## src/rtl/clk_div_multi_if.sv

```systemverilog
// Divisor write bus for clk_div_multi.
//   wr_en  : write strobe, one write per asserted cycle
//   wr_ch  : target channel (values >= NCH are dropped by the divider)
//   wr_div : new half-period divisor in clk cycles
// master drives the bus, slave (the divider) receives it.
interface clk_div_multi_if #(
  parameter int CHW = 2,
  parameter int W   = 16
);
  logic           wr_en;
  logic [CHW-1:0] wr_ch;
  logic [W-1:0]   wr_div;

  modport master (output wr_en, wr_ch, wr_div);
  modport slave  (input  wr_en, wr_ch, wr_div);
endinterface

```

## src/rtl/clk_div_multi.sv

```systemverilog
// Multi-channel programmable clock divider, 50% duty.
// Each channel holds an active divisor D, a shadow S and a counter; the output
// toggles every D cycles. New divisors land in S and move to D only at terminal
// count (or immediately while stopped), so a running output never glitches.
//
// Ports:
//   clk     : system clock, rising edge
//   reset   : asynchronous, active-high
//   en      : [NCH] per-channel run enable
//   wr      : divisor write bus (clk_div_multi_if.slave)
//   sync    : global phase realign; only acts when CLK_DIV_MULTI_SYNC_EN is defined
//   clk_out : [NCH] divided clocks (registered)
//   tick    : [NCH] one-cycle pulse coincident with each clk_out rise
//
// Build option: define CLK_DIV_MULTI_SYNC_EN to compile in the sync feature.

module clk_div_chan #(
  parameter int           W       = 16,
  parameter logic [W-1:0] DEF_DIV = W'(50000)
) (
  input  logic         clk,
  input  logic         reset,
  input  logic         en,
  input  logic         sync_act,
  input  logic         wr_hit,
  input  logic [W-1:0] wr_div,
  output logic         clk_out,
  output logic         tick
);
  logic [W-1:0] cnt, d, s, s_nxt;
  logic         tc;

  // A write always lands in the shadow; the same value is what D picks up
  // whenever D is allowed to reload this cycle, so same-cycle writes win.
  assign s_nxt = wr_hit ? wr_div : s;
  assign tc    = (cnt == d - 1'b1);

  always_ff @(posedge clk or posedge reset) begin
    if (reset) begin
      cnt     <= '0;
      d       <= DEF_DIV;
      s       <= DEF_DIV;
      clk_out <= 1'b0;
      tick    <= 1'b0;
    end else begin
      s <= s_nxt;
      if (sync_act || !en || d == '0) begin
        // stopped or realigning: hold cleared, keep D tracking S
        cnt     <= '0;
        clk_out <= 1'b0;
        tick    <= 1'b0;
        d       <= s_nxt;
      end else if (tc) begin
        cnt     <= '0;
        clk_out <= ~clk_out;
        tick    <= ~clk_out;   // pulse only on the 0->1 toggle
        d       <= s_nxt;
      end else begin
        cnt     <= cnt + 1'b1;
        tick    <= 1'b0;
      end
    end
  end
endmodule

module clk_div_multi #(
  parameter int           NCH     = 4,
  parameter int           W       = 16,
  parameter int           CHW     = 2,
  parameter logic [W-1:0] DEF_DIV = W'(50000)
) (
  input  logic                clk,
  input  logic                reset,
  input  logic [NCH-1:0]      en,
  clk_div_multi_if.slave      wr,
  input  logic                sync,
  output logic [NCH-1:0]      clk_out,
  output logic [NCH-1:0]      tick
);
  logic sync_act;

`ifdef CLK_DIV_MULTI_SYNC_EN
  assign sync_act = sync;
`else
  logic unused_sync;
  assign unused_sync = sync;
  assign sync_act    = 1'b0;
`endif

  // Out-of-range wr_ch matches no channel index, so such writes fall away.
  for (genvar i = 0; i < NCH; i++) begin : g_ch
    logic wr_hit;
    assign wr_hit = wr.wr_en && (wr.wr_ch == CHW'(i));

    clk_div_chan #(.W(W), .DEF_DIV(DEF_DIV)) u_ch (
      .clk      (clk),
      .reset    (reset),
      .en       (en[i]),
      .sync_act (sync_act),
      .wr_hit   (wr_hit),
      .wr_div   (wr.wr_div),
      .clk_out  (clk_out[i]),
      .tick     (tick[i])
    );
  end
endmodule

```

## src/flat_wrapper.sv

```systemverilog
// flat-port wrapper written by rule: the top's interface ports become plain ports
module clk_div_multi_flat 
#(
  parameter int           NCH     = 4,
  parameter int           W       = 16,
  parameter int           CHW     = 2,
  parameter logic [W-1:0] DEF_DIV = W'(50000)
)
  (clk, reset, en, sync, clk_out, tick, wr_wr_en, wr_wr_ch, wr_wr_div);
  clk_div_multi_if #(.CHW(CHW), .W(W)) wr_i ();
  input  logic clk;
  input  logic reset;
  input  logic [NCH-1:0] en;
  input  logic sync;
  output logic [NCH-1:0] clk_out;
  output logic [NCH-1:0] tick;
  input wire logic [$bits(wr_i.wr_en)-1:0] wr_wr_en;
  input wire logic [$bits(wr_i.wr_ch)-1:0] wr_wr_ch;
  input wire logic [$bits(wr_i.wr_div)-1:0] wr_wr_div;
  assign wr_i.wr_en = wr_wr_en;
  assign wr_i.wr_ch = wr_wr_ch;
  assign wr_i.wr_div = wr_wr_div;
  clk_div_multi #(.NCH(NCH), .W(W), .CHW(CHW), .DEF_DIV(DEF_DIV)) u_core (.clk(clk), .reset(reset), .en(en), .wr(wr_i), .sync(sync), .clk_out(clk_out), .tick(tick));
endmodule
```

## config.mk

```make
export PLATFORM = sky130hd
export DESIGN_NAME = clk_div_multi_flat
export DESIGN_NICKNAME = d
export VERILOG_FILES = /design/src/rtl/clk_div_multi_if.sv /design/src/rtl/clk_div_multi.sv /design/src/flat_wrapper.sv
export SDC_FILE = /design/constraint.sdc
export NUM_CORES = 1
export LEC_CHECK = 0
export ABC_AREA = 1
export BUFFER_PORTS_ARGS = -buffer_cell sky130_fd_sc_hd__buf_2
export CAP_MARGIN = 25
export CORE_ASPECT_RATIO = 2
export CORE_MARGIN = 4
export CORE_UTILIZATION = 57
export DETAILED_ROUTE_END_ITERATION = 10
export GPL_ROUTABILITY_DRIVEN = 0
export GPL_TIMING_DRIVEN = 0
export PLACE_DENSITY = 0.77
export SLEW_MARGIN = 0
export SYNTH_ARGS = -nofsm -noshare
export SYNTH_HDL_FRONTEND = slang
export SYNTH_SLANG_ARGS = --single-unit
```

## constraint.sdc

```tcl
create_clock -name clk -period 7.4 [get_ports clk]
set_input_delay 0.37 -clock clk [delete_from_list [all_inputs] [get_ports clk]]
set_output_delay 0.37 -clock clk [all_outputs]
set_load 0.01 [all_outputs]
```

# After elaboration in Yosys (flattened, before gate mapping)
# Cells that the tools add are included.
# op_classes
add_sub_neg,8
n_eq_ne,7
n_mux,36
bitwise,4
reduce_logical,21
# op_table
operator,n
$mux 16,20
$add 16x1->16 const B,4
$eq 16x16->1,4
$logic_not 16->1,4
$sub 16x1->16 const B,4
$mux 1,16
$reduce_bool 2->1,4
$eq 2x2->1 const B,2
$logic_and 1x1->1,4
$logic_not 1->1,4
$logic_or 1x1->1,4
$not 1->1,4
$eq 2x1->1 const B,1
$logic_not 2->1,1
# totals
register_bits,200
elab_cells,96

# Longest topological paths before layout
# Gate-level depths: netlist of the first run.
# logic_depth
depth_word,5
ltp_mapped,18
mapped_depth_nobuf,17

# Hierarchy
# From an unflattened synthesis of the first run, not the netlist that was laid out.
# unflattened
hier_cells,1398
hier_area_um2,11382.2
# by_module_without_submodules
mod,instances,cells_per_inst,area_each_um2,seq_area_each_um2
clk_div_chan at u_core.g_ch[0].u_ch ...,3,345,2850.2,1266.2
clk_div_chan at u_core.g_ch[3].u_ch,1,354,2797.7,1266.2
clk_div_multi,1,9,33.8,0.0

# Worst setup path before layout of the first run
# OpenSTA, ideal clock, no wires.
# synth_path
path_type,reg-to-reg
start,register u_core.g_ch[0].u_ch.d[0]
end,register u_core.g_ch[0].u_ch.cnt[12]
setup_ns,0.120
t_arrival_ns,1.916
t_required_ns,7.280
path_slack_ns,5.364
stages_incl_launch_ff,16
path_buffers,1
cell_sequence,dfrtp_1 inv_1 ha_1 nand3_4 nor2_8 nand2_2 or2_0 nand2_1 nand2_1 clkinv_1 nand2_1 nor2_2 nand2_2 nand2_4 buf_4 nor2_1
# synth_between
elab_chain_len,4
# synth_rtl
item,line,text
start: declaration,clk_div_multi.sv:30,"logic [W-1:0] cnt, d, s, s_nxt;"
start signal: assignment,clk_div_multi.sv:52,d <= s_nxt;
start signal: assignment,clk_div_multi.sv:57,d <= s_nxt;
$sub 16x1->16,clk_div_multi.sv:36,assign tc = (cnt == d - 1'b1);
$eq 16x16->1,clk_div_multi.sv:36,
$mux 16,clk_div_multi.sv:53,end else if (tc) begin
$mux 16 (*),clk_div_multi.sv:47,if (sync_act || !en || d == '0) begin
end signal: assignment,clk_div_multi.sv:59,cnt <= cnt + 1'b1;
end: declaration,clk_div_multi.sv:30,
# Mark *: on every way between the ends. The rest lies on a longest branch, timed or not.
# A chain may end at the register's enable or synchronous reset.

# Final worst setup path of the first run
# layout_path
start,register u_core.g_ch[3].u_ch.d[0]
end,register u_core.g_ch[3].u_ch.d[1]
# layout_between
elab_chain_len,3
# layout_rtl
item,line
start: declaration,clk_div_multi.sv:30
start signal: assignment,clk_div_multi.sv:52
start signal: assignment,clk_div_multi.sv:57
$sub 16x1->16 or $logic_not 16->1 (tied branches),"clk_div_multi.sv:36, clk_div_multi.sv:47"
$eq 16x16->1 or $logic_or 1x1->1 (tied branches),"clk_div_multi.sv:36, clk_div_multi.sv:47"
$reduce_bool 2->1 (no line) or $mux 16 (tied branches),n/a
# Parallel ways exist; a longest one is shown, timed or not.

==> results of run 1 <==
-- cell usage after synthesis (all sizes together) (17+ instances only) --
master	number	area, sq um
buf	27	204
clkbuf	17	63.8
dfrtp	152	3800
dfstp	48	1260
inv	138	518
nand2	464	1780
nand3	153	796
nand3b	18	135
nand4	25	156
nor2	206	847
o21ai	80	400
xnor2	39	342
xor2	58	508
-- critical path: cells and delay by family, from the launching register on --
family        cells  cell delay [ns]
simple gates     10             1.36
fa+ha+maj         1             0.22
flops             1             0.41
buf+inv           2             0.38
-- power breakdown --
part | total (mW) | switching (mW) | internal [mW] | leakage, nW
logic | 0.722 | 0.461 | 0.260 | 3.16
registers | 1.35 | 0.106 | 1.25 | 2.50
clock network | 0.972 | 0.426 | 0.546 | 0.295
total | 3.05 | 0.993 | 2.05 | 5.96
-- state kept, by name (all words and copies together), names as in the netlist --
| name | cells |
|---|---|
| u_core.g_ch.u_ch.clk_out | 4 |
| u_core.g_ch.u_ch.s | 64 |
| u_core.g_ch.u_ch.d | 64 |
| u_core.g_ch.u_ch.cnt | 64 |
| u_core.g_ch.u_ch.tick | 4 |
-- per-stage QoR --
step | setup WS (ns) | setup TNS, ns | hold slack, ns | power (mW)
final | 4.98 | 0 | 0.224 | 3.05
after global placement | -0.304 | -42.07 | 0.479 | 2.06
after global routing | 4.77 | 0 | 0.232 | 3.24
after detailed placement | 5.02 | 0 | 0.444 | 2.09
after CTS | 4.98 | 0 | 0.211 | 3.07
after floorplan | 1.66 | 0 | 0.458 | 1.91
-- worst max-delay path by stage --
stage | startpoint | endpoint | slack, ns | cells after the start
after CTS | u_core.g_ch[3].u_ch.d[0] | u_core.g_ch[3].u_ch.d[1] | 4.98 | 13
final | u_core.g_ch[3].u_ch.d[0] | u_core.g_ch[3].u_ch.d[1] | 4.98 | 13
after floorplan | reset | u_core.g_ch[0].u_ch.clk_out | 1.66 | 1
after detailed placement | u_core.g_ch[3].u_ch.d[0] | u_core.g_ch[3].u_ch.d[1] | 5.02 | 13
after global routing | u_core.g_ch[3].u_ch.d[0] | u_core.g_ch[3].u_ch.d[0] | 4.77 | 13
after global placement | reset | u_core.g_ch[2].u_ch.cnt[4] | -0.30 | 2
-- final cells by class --
cell class | instances | area [sq um]
Timing Repair Buffer | 34 | 198
Tap cell | 255 | 319
Buffer | 44 | 268
Multi-Input combinational cell | 1075 | 5200
Inverter | 141 | 537
Sequential cell | 200 | 5060
Fill cell | 1658 | 6720
Clock inverter | 13 | 168
Clock buffer | 19 | 443
-- cell families after synthesis --
group,count (synthesis),share of synthesized area [%]
adders and majority gates,8,0.905
AOI/OAI and AO/OA,85,3.92
DFF,200,45.8
and+or+nand+nor,885,34.5
buffers and inverters,185,7.20
xor gates and xnor gates,97,7.68
-- placed cells by master (no fill, tap or decap), drive strengths merged, types with 2 or more instances in the layout --
cell type / count
clkbuf: 36
buf: 60
dfstp: 48
nor3: 8
bufinv: 3
nor4: 2
xor2: 58
nand2: 464
ha: 8
nand3b: 18
nand3: 153
clkinvlp: 2
clkinv: 7
xnor2: 39
nand4: 25
inv: 142
or2: 5
nor2: 206
o21bai: 2
o21ai: 80
dfrtp: 152
and2: 2
-- routing by layer --
layer / up-vias / track usage [%] / part of all wire, %
met5: - / 0 / 0
met4: 0 / 13.2 / 4.9
li1: 4701 / - / -
met3: 85 / 3.50 / 2.1
met1: 4223 / 24.7 / 38
met2: 169 / 47.2 / 55
==> flow_metrics.tcl, run 1 <==
set metrics [dict create \
    die_x_um 107 \
    setup_viol_count_final 0 \
    clkTransAtPathRegs_ns 0.07 \
    n_antenna_cell 0 \
    worstHoldStart "en[3]" \
    synth_nets 1494 \
    place_inst 1748 \
    worst_pin_slew_ns 0.695 \
    start_util_pct 58.5 \
    drtIter0Drc 398 \
    placed_area_sq_mm 0.0116 \
    synth-main-ff-cell "dfrtp_1" \
    clock_sinks 200 \
    grt_setup_unrepaired "no" \
    cts_buffers 17 \
    relSlewSlack_pct 53.7 \
    clk_latency_ns 0.43 \
    final.setup_skew_ns 0.00703 \
    grt_first_pass_wirelength_um 42600 \
    finalCritPeriodShare_pct 32.7 \
    grt_overflow 0 \
    die_y_um 205 \
    crit_path_frequent_cell "nand2_1" \
    worstSetupStartpointType "flip-flop" \
    hpwlAfterDp_um 19200 \
    via_per_inst 5.15 \
    ys_warn_count 0 \
    postCtsSetupBuffers 0 \
    area_delta_synth_final_pct 10.3 \
    dr.pass1.iters 5 \
    fin_area_sq_mm 0.0122 \
    cts_tree "done" \
    drv_slew 0 \
    io_buffers 32 \
    r2r_end "u_core.g_ch[3].u_ch.d[1]" \
    cp-end-kind "flip-flop" \
    clockBufferDepth 2 \
    leakage_nw 5.96 \
    cts_hold_buf 1 \
    drive_above_1_share_pct 11.4 \
    yosysSeqAreaShare_pct 45.8 \
    async_flop_share_pct 100 \
    ff2ff_path_depth 13 \
    vias 9178 \
    status "finished clean" \
    core_area_sq_mm 0.0189 \
    grtUsageTotal_pct 24.4 \
    drt_wl_total_um 25200 \
    stdcell_count 1781 \
    antenna_found_initial 0 \
    crit_slowest_cell "dfrtp_1" \
    cp_max_fo 10 \
    std_cell_rows 71 \
    syn_avg_cell_area_sq_um 7.58 \
    synth_seq_cells 200 \
    grt_max_degree 138 \
    synth_edf_count 0 \
    drc 0 \
    cellPowerDensity_mw_per_mm2 250 \
    min_to "u_core.g_ch[3].u_ch.tick" \
    grt_pass1_vias 9300 \
    timing.rr.start "u_core.g_ch[3].u_ch.d[0]" \
    holdPathStages 3 \
    arrival_ns 2.79 \
    final_core_util_pct 64.5 \
    path_class "flip-flop to flip-flop" \
    dieArea_sq_mm 0.0218 \
    drv_cap 0 \
    boundaryPins 34 \
    synth.cell_area_sq_mm 0.0111 \
    required_ns 7.77 \
    yosysUniqueCellTypes 38 \
    cp_cell_sequence "inv_1 -> ha_1 -> nand3_1 -> nor2_1 -> nand3b_1 -> nand2_1 -> nand2_1 -> nor2_1 -> nand4_1 -> nand2_1 -> buf_2 -> nand2_1 -> nand2_1" \
    period_needed_ns 2.42 \
    r2r_slack_ns 4.98 \
    min_path_type "input pin to flip-flop" \
    hold_violations 0 \
    cpPeakStageDelay_ns 0.41 \
    nets 1547 \
    cts-resized-gates 0 \
    fmax_mhz 414 \
    drt-wirelength-per-cell_um 14.2 \
    syn_inst 1460 \
    irDropWorstVdd_uv 153 \
    cts_root_buf "clkbuf_16" \
    ctsHtreeMaxLevel 4 \
    final_antenna_net_count 0 \
]
Power figures use the tool's default switching activity.
==> run 2: changes to the inputs <==
- ABC_AREA: 1 -> 0
- clock period: 7.4 -> 2.3 ns (I/O delays scaled with it)
==> run 2 against run 1 <==
The run now ends with negative setup slack left. Count of clock-buffer cells in the layout is 1 lower. Core utilization is 12 points higher. Synthesized area is 4.2% lower. Critical path depth is 2 lower. Largest power group unchanged. Highest routed layer unchanged.
==> flow_metrics.tcl, run 2 <==
set metrics [dict create \
    status "complete, but fails checks" \
    violations "negative setup slack" \
    reg_top3 "u_core.g_ch.u_ch.cnt x64, u_core.g_ch.u_ch.d x64, u_core.g_ch.u_ch.s x64" \
    relSlewSlack_pct 41.5 \
    period_needed_ns 3.11 \
    synth_edf_count 0 \
    antenna_found_initial 0 \
    synth-main-ff-cell "dfrtp_1" \
    worstHoldStart "wr_wr_div[4]" \
    std_cell_rows 70 \
    crit_start "u_core.g_ch[0].u_ch.d[3]" \
    worstSetupStartpointType "flip-flop" \
    boundaryPins 34 \
    grt_setup_unrepaired "yes" \
    fmax_mhz 322 \
    area_delta_synth_final_pct 32.5 \
    mostFrequentLayoutCell "dfrtp_1" \
    n_antenna_cell 0 \
    grt_first_pass_wirelength_um 44600 \
    cts_root_buf "clkbuf_16" \
    drive_above_1_share_pct 49.1 \
    grt_max_degree 39 \
    yosysTopAreaCellShare_pct 35.9 \
    nets 1150 \
    cellPowerDensity_mw_per_mm2 790 \
    hpwlAfterDp_um 16300 \
    clkTransAtPathRegs_ns 0.08 \
    yosys-top-cells-count "dfrtp_1, mux2_2, nor2_1, xnor2_1, xor2_1" \
    yosys-top-cells-area "dfrtp_1, dfstp_2, mux2_2" \
    clock_sinks 200 \
    final.setup_skew_ns 0.0121 \
    yosysUniqueCellTypes 73 \
    synth_most_common_cell "dfrtp_1" \
    syn_avg_cell_area_sq_um 11.1 \
    synth_area_leader_cell "dfrtp_1" \
    via_per_inst 6.26 \
    hold_violations 0 \
    cts_buffers 17 \
    syn_inst 956 \
    yosysSeqAreaShare_pct 47.8 \
    dieArea_sq_mm 0.0210 \
    drc 0 \
    final_cell_mix "dfrtp_1, buf_4, mux2_2, xor2_1, xnor2_1" \
    required_ns 2.62 \
    async_flop_share_pct 100 \
    leakage_nw 5.87 \
    die_y_um 201 \
    io_buffers 32 \
    setup_viol_count_final 135 \
    synth_seq_cells 200 \
    core_area_sq_mm 0.0183 \
    timing.setup.tns_ns -74.30 \
    ctsHtreeMaxLevel 4 \
    drtIter0Drc 433 \
    cts_tree "done" \
    drv_cap 0 \
    synth_nets 990 \
    finalCritPeriodShare_pct 135 \
    die_x_um 104 \
    grt_overflow 0 \
    dr.pass1.iters 5 \
    clockBufferDepth 2 \
    worst_pin_slew_ns 0.875 \
    drt_wl_total_um 29900 \
    cp_max_fo 5 \
    grtUsageTotal_pct 26.6 \
    drv_slew 0 \
    arrival_ns 3.43 \
    cp-end-kind "flip-flop" \
    drt-wirelength-per-cell_um 22.2 \
    fin_ws_ns -0.809 \
    grt_pass1_vias 8624 \
    vias 8415 \
    path_class "flip-flop to flip-flop" \
    timing.rr.start "u_core.g_ch[0].u_ch.d[3]" \
    min_path_type "input pin to flip-flop" \
    irDropWorstVdd_uv 525 \
    total_power_mw 11.1 \
    start_util_pct 57.9 \
    synth.cell_area_sq_mm 0.0106 \
    final_antenna_net_count 0 \
    ys_warn_count 0 \
    clk_latency_ns 0.44 \
]
run 2: power by group:
group,switching [mW],total [mW],internal (mW)
Sequential,0.586,4.75,4.16
Clock,1.49,3.05,1.55
Combinational,1.58,3.30,1.72
run 2: area by class of cell:
class	count	area, sq um
inverters	25	109
repair buffers	152	1450
plain buffers	37	343
fillers	973	4270
multi-input cells	683	6200
flip-flops and latches	200	5080
clock buffers	18	429
clock inverters	14	155
well taps	216	270
run 2: per-layer routing:
layer | global-route usage (%) | routed length [um] | part of all wire (%) | vias to the layer above
met5 | 0 | 0 | 0 | -
met4 | 15.2 | 2210 | 7.4 | 0
met3 | 4.12 | 1270 | 4.2 | 132
met2 | 48.1 | 15600 | 52 | 327
met1 | 29.0 | 10800 | 36 | 4279
li1 | - | - | - | 3677
run 2: final timing paths:
check | to | slack (ns) | cells past startpoint
min | u_core.g_ch[1].u_ch.s[4] | 0.06 | 2
min in group asynchronous | u_core.g_ch[2].u_ch.s[2] | 0.41 | 3
max | u_core.g_ch[0].u_ch.d[7] | -0.81 | 11
min reg2reg | u_core.g_ch[0].u_ch.tick | 0.50 | 1
max in group asynchronous | u_core.g_ch[0].u_ch.d[4] | 0.65 | 6
max reg2reg | u_core.g_ch[0].u_ch.d[7] | -0.81 | 11
run 2: repair_timing:
item | CTS | global route
buffers inserted | 91 | 39
hold buffers | 4 | 0
cloned | 8 | 1
pin swaps | 48 | 38
setup endpoints to repair | 136 | 136
resized for setup | 150 | 133
endpoints found under the hold margin | 31 | 0
run 2: cell families (layout without fill, tap and decap cells):
kind of cell    count (synthesis)  count (layout)  synth area share, %
flops                         200             200                 47.8
simple gates                  315             315                 15.8
compound gates                 90              90                 5.83
buf+inv                        73             246                 3.81
mux                           129             129                 14.0
fa+ha+maj                       8               8                0.944
xor+xnor                      141             141                 11.8
run 2: stage by stage:
stage / utilization [%] / area (sq um) / setup slack (ns) / hold slack [ns] / instances
floorplan: - / 10900 / -0.500 / 0.269 / 956
global placement: 61.8 / 11300 / -1.54 / 0.415 / 1204
detailed placement: 62.3 / 11400 / -0.902 / 0.311 / 1209
CTS: 73.8 / 13500 / -0.647 / 0.0290 / 1327
global route: 76.7 / 14000 / -0.902 / 0.0264 / 1345
finish: 76.7 / 14000 / -0.809 / 0.0562 / 1345
run 2: worst max-delay path, cell delays in order (launching register included):
cell and delay (ns):
dfrtp_2 0.43, buf_4 0.16, nor4_4 0.43, and4b_1 0.47
xor2_1 0.12, o221a_2 0.26, o21ai_0 0.28, nand3_2 0.15
nand2b_1 0.12, buf_6 0.14, clkbuf_16 0.15, mux2_4 0.29
